## src/rtl/nibble_serial_add.sv

```systemverilog
// Serial W-bit adder/subtractor: one nibble per cycle through a single 4-bit
// carry-lookahead stage, LSB first, with the group carry chained between cycles.

module nibble_cla4 (
   input  logic [3:0] a,
   input  logic [3:0] b,
   input  logic       ci,
   output logic [3:0] sum,
   output logic       c3,
   output logic       c4
);

   logic [3:0] g;
   logic [3:0] p;
   logic [3:0] c;
   logic       gg;
   logic       pg;

   // Lookahead carries are flattened sums of products so no carry ripples inside the nibble
   always_comb begin
      g    = a & b;
      p    = a ^ b;
      c[0] = ci;
      c[1] = g[0] | (p[0] & ci);
      c[2] = g[1] | (p[1] & g[0]) | (p[1] & p[0] & ci);
      c[3] = g[2] | (p[2] & g[1]) | (p[2] & p[1] & g[0]) | (p[2] & p[1] & p[0] & ci);
      gg   = g[3] | (p[3] & g[2]) | (p[3] & p[2] & g[1]) | (p[3] & p[2] & p[1] & g[0]);
      pg   = &p;
      c4   = gg | (pg & ci);
      c3   = c[3];
      sum  = p ^ c;
   end

endmodule

module nibble_serial_add #(
   parameter int NIBBLES = 4
) (
   input  logic                 clk,
   input  logic                 rst,
   input  logic                 start,
   input  logic                 sub,
   input  logic                 Cin,
   input  logic [4*NIBBLES-1:0] A,
   input  logic [4*NIBBLES-1:0] B,
   output logic                 busy,
   output logic                 done,
   output logic [4*NIBBLES-1:0] S,
   output logic                 Cout,
   output logic                 V,
   output logic                 Z
);

   localparam int W  = 4 * NIBBLES;
   localparam int IW = (NIBBLES > 1) ? $clog2(NIBBLES) : 1;
   localparam logic [IW-1:0] LAST = IW'(NIBBLES - 1);

   typedef enum logic [1:0] {
      IDLE,
      RUN,
      DONE
   } state_t;

   state_t        state;
   state_t        nstate;
   logic [W-1:0]  areg;
   logic [W-1:0]  breg;
   logic          carry;
   logic [IW-1:0] idx;
   logic [3:0]    anib;
   logic [3:0]    bnib;
   logic [3:0]    sum;
   logic          c3;
   logic          c4;
   logic [W-1:0]  snext;
   logic          last;
   logic          accept;
   int            base;

   always_ff @(posedge clk or posedge rst) begin
      if (rst) state <= IDLE;
      else     state <= nstate;
   end

   // start is honoured in IDLE and DONE only, so a request during RUN is dropped
   always_comb begin
      nstate = state;
      case (state)
         IDLE:    if (start) nstate = RUN;
         RUN:     if (last) nstate = DONE;
         DONE:    nstate = start ? RUN : IDLE;
         default: nstate = IDLE;
      endcase
   end

   always_comb begin
      last   = (idx == LAST);
      accept = start && (state != RUN);
      busy   = (state == RUN);
      done   = (state == DONE);
   end

   // Current nibble is selected from the latched operands; snext is the word after this write
   always_comb begin
      base          = int'(idx) * 4;
      anib          = areg[base +: 4];
      bnib          = breg[base +: 4];
      snext         = S;
      snext[base +: 4] = sum;
   end

   nibble_cla4 u_cla (
      .a   (anib),
      .b   (bnib),
      .ci  (carry),
      .sum (sum),
      .c3  (c3),
      .c4  (c4)
   );

   // Subtraction is A + ~B + 1, so Cout reads as "no borrow"
   always_ff @(posedge clk or posedge rst) begin
      if (rst) begin
         areg  <= '0;
         breg  <= '0;
         carry <= 1'b0;
         idx   <= '0;
         S     <= '0;
         Cout  <= 1'b0;
         V     <= 1'b0;
         Z     <= 1'b0;
      end else if (accept) begin
         areg  <= A;
         breg  <= sub ? ~B : B;
         carry <= sub | Cin;
         idx   <= '0;
         S     <= '0;
         Cout  <= 1'b0;
         V     <= 1'b0;
         Z     <= 1'b0;
      end else if (state == RUN) begin
         S     <= snext;
         carry <= c4;
         idx   <= last ? '0 : idx + 1'b1;
         if (last) begin
            Cout <= c4;
            V    <= c3 ^ c4;
            Z    <= (snext == '0);
         end
      end
   end

endmodule
```

## config.mk

```make
export PLATFORM = sky130hd
export DESIGN_NAME = nibble_serial_add
export DESIGN_NICKNAME = d
export VERILOG_FILES = /design/src/rtl/nibble_serial_add.sv
export SDC_FILE = /design/constraint.sdc
export NUM_CORES = 1
export LEC_CHECK = 0
export ABC_CLOCK_PERIOD_IN_PS = 7700
export BUFFER_PORTS_ARGS = -buffer_cell sky130_fd_sc_hd__buf_2
export CAP_MARGIN = 20
export CORE_MARGIN = 2
export CORE_UTILIZATION = 49
export CTS_CLUSTER_SIZE = 8
export DETAILED_ROUTE_END_ITERATION = 16
export PLACE_DENSITY_LB_ADDON = 0.3
export REMOVE_ABC_BUFFERS = 1
export SLEW_MARGIN = 10
export SYNTH_ARGS = -nofsm -noshare
export SYNTH_HDL_FRONTEND = slang
export SYNTH_SLANG_ARGS = --single-unit
```

## constraint.sdc

```tcl
create_clock -name clk -period 7.7 [get_ports clk]
set_input_delay 1.155 -clock clk [delete_from_list [all_inputs] [get_ports clk]]
set_output_delay 1.155 -clock clk [all_outputs]
set_load 0.05 [all_outputs]
```

==> results_dict.tcl <==
set metrics [dict create \
    hold_viol_final 0 \
    start_util 0.514 \
    viasPerCell 5.34 \
    grt_overflow 0 \
    gp_congestion 0.777 \
    path_class "register to register" \
    die_w_um 80.5 \
    fin_util 0.588 \
    clkTransAtPathRegs_ps 90 \
    grt_max_degree 57 \
    hold_path.class "register to register" \
    hpwl_um 4190 \
    synth_top_cell_by_area "dfrtp_1" \
    worst_pin_slew_ps 791 \
    critPathArrivalTime_ps 3220 \
    grt.total_usage 0.196 \
    required_ps 7880 \
    synth_edf_count 0 \
    vias 2142 \
    dp.cells 393 \
    syn_inst 276 \
    ys_types 39 \
    min_period_ps 3050 \
    cts-buffers-inserted 5 \
    rows 27 \
    antenna_found_initial 0 \
    grt_pass1_vias 2070 \
    max_cap_viol_count 0 \
    hold_buffers 0 \
    syn_area_per_cell_um2 10.4 \
    portBuffers 57 \
    tns_ps 0 \
    final.fill_count 494 \
    synth-main-ff-cell "dfrtp_1" \
    final_nets 377 \
    ios 58 \
    cts_tree "done" \
    yosys-top-cells-area "dfrtp_1 49%, nand2_1 8.8%, mux4_2 6.3%" \
    area_growth_pct 14.4 \
    core_area_um2 5570 \
    grt_pass1_wl_um 9710 \
    ys_ff_latch 56 \
    die_h_um 80.5 \
    post_drt_wl_per_cell_um 14.3 \
    ir_worst_vdd_mv 0.233 \
    cts_resized 0 \
    power.density_nw_per_um2 490 \
    rsz0062_at_grt "no" \
    drive_gt1_frac 0.249 \
    slew_headroom 0.473 \
    dieArea_um2 6480 \
    fin_total_pwr_mw 1.61 \
    setup_viol 0 \
    cts_sinks 56 \
    cp-end-kind "register" \
    status "finished clean" \
    routed_wl_um 5740 \
    slew_viol_final 0 \
    h-tree-depth 2 \
    drtIter0Drc 120 \
    clk_path_buf_depth 2 \
    start_kind "register" \
    synth_area_um2 2870 \
    cp_max_fo 18 \
    postRouteAntennaNets 0 \
    fmax_mhz 328 \
    ys_seq_area_frac 0.489 \
    synth_top_area_share 0.489 \
    ctsRootBufferMaster "clkbuf_8" \
    p_leak_nw 1.69 \
    finClkSkew_ps 11.2 \
    fin_hold_ws_ps 483 \
    antenna-diode-count 0 \
    clk-insertion-delay-late_ps 310 \
    postCtsSetupRepairBufs 0 \
    synthArstFlopShare 1.00 \
    drc 0 \
    yosys_warnings 0 \
    final_cells 401 \
    drt_pass1_iterations 4 \
    period_share 0.395 \
]
-- cell families after synthesis --
group,after synthesis,share of synthesized area
muxes,8,0.0629
adders and majority gates,12,0.0550
buffers and inverters,23,0.0380
AOI/OAI and AO/OA,63,0.151
xor gates and xnor gates,19,0.0581
DFF,56,0.489
and+or+nand+nor,95,0.147
-- state kept, by name, summed over array words and instances (netlist names) --
signal / cells
S: 16
areg: 16
breg: 16
idx: 2
state: 2
Cout: 1
V: 1
Z: 1
carry: 1
-- critical path: stages (launching register included) --
cell and delay [ps]:
dfrtp_1 870, mux4_2 650, ha_1 330, a21o_1 200
o2111a_1 240, a31o_2 210, a221oi_1 270, o21ai_0 140
-- cells in the mapped netlist, types with 2 or more instances --
cell type   n
a21oi_1     8
and3_1      2
nor2b_1     3
nor3_1      3
nand3_1     4
buf_2       6
mux4_2      8
o31ai_1     2
nor4_1      5
nand2_1    67
a21o_1      6
inv_1       7
a22o_1     16
o21ai_0    20
ha_1       11
o22ai_1     2
buf_6       2
nor2_1      4
nand3b_1    2
dfrtp_1    56
clkbuf_1    7
xnor2_1    18
-- per-stage QoR --
step                setup slack, ps  area, um^2
floorplan                      4970        2790
global placement               4760        3190
detailed placement             4660        3190
CTS                            4650        3280
global route                   4460        3280
finish                         4650        3280
-- routing by layer --
metal / global-route usage / vias to the layer above / share of wire
met5: 0 / - / 0
met4: 0.0525 / 0 / 0.014
met3: 0.0438 / 8 / 0.045
met2: 0.326 / 51 / 0.49
met1: 0.258 / 1011 / 0.45
li1: - / 1072 / -
-- layout make-up --
class | instances | area (um^2) | area share
multi-input combinational | 197 | 1360 | 0.414
inverter | 8 | 30.0 | 0.00916
clock inverter | 2 | 10.0 | 0.00305
tap | 72 | 90.1 | 0.0275
clock buffer | 6 | 82.6 | 0.0252
sequential | 56 | 1400 | 0.427
timing repair buffer | 60 | 308 | 0.0939
-- report_power, final --
group / total, mW / internal [mW] / switching, mW / leakage, nW
combinational: 0.929 / 0.341 / 0.588 / 0.915
clock: 0.163 / 0.0720 / 0.0909 / 0.0510
sequential: 0.516 / 0.416 / 0.0997 / 0.721
total: 1.61 / 0.829 / 0.779 / 1.69
-- placed cells by master, fill, tap and decap left out, drive strengths merged, types with 2 or more instances in the layout --
cell and instances:
nor2b 3, nor4 5, o21ai 20, a21o 6
a21oi 9, nand2 68, ha 11, buf 60
clkbuf 6, nor3 3, nand3b 2, and3 3
dfrtp 56, xnor2 18, a22o 16, nand3 4
mux4 8, o31ai 2, o22ai 2, clkinv 2
inv 8, nor2 4
-- path summary, 6_finish.rpt --
path | slack [ps] | depth (start not counted) | endpoint | startpoint
worst max-delay path | 4650 | 7 | Z | idx[0]
worst min-delay path | 480 | 2 | areg[10] | areg[10]
worst max register to register | 4650 | 7 | Z | idx[0]
worst min register to register | 480 | 2 | areg[10] | areg[10]
max in group asynchronous | 6230 | 3 | S[9] | rst
min in group asynchronous | 1010 | 3 | S[1] | rst
No activity file was read; power rests on OpenSTA's default activity.
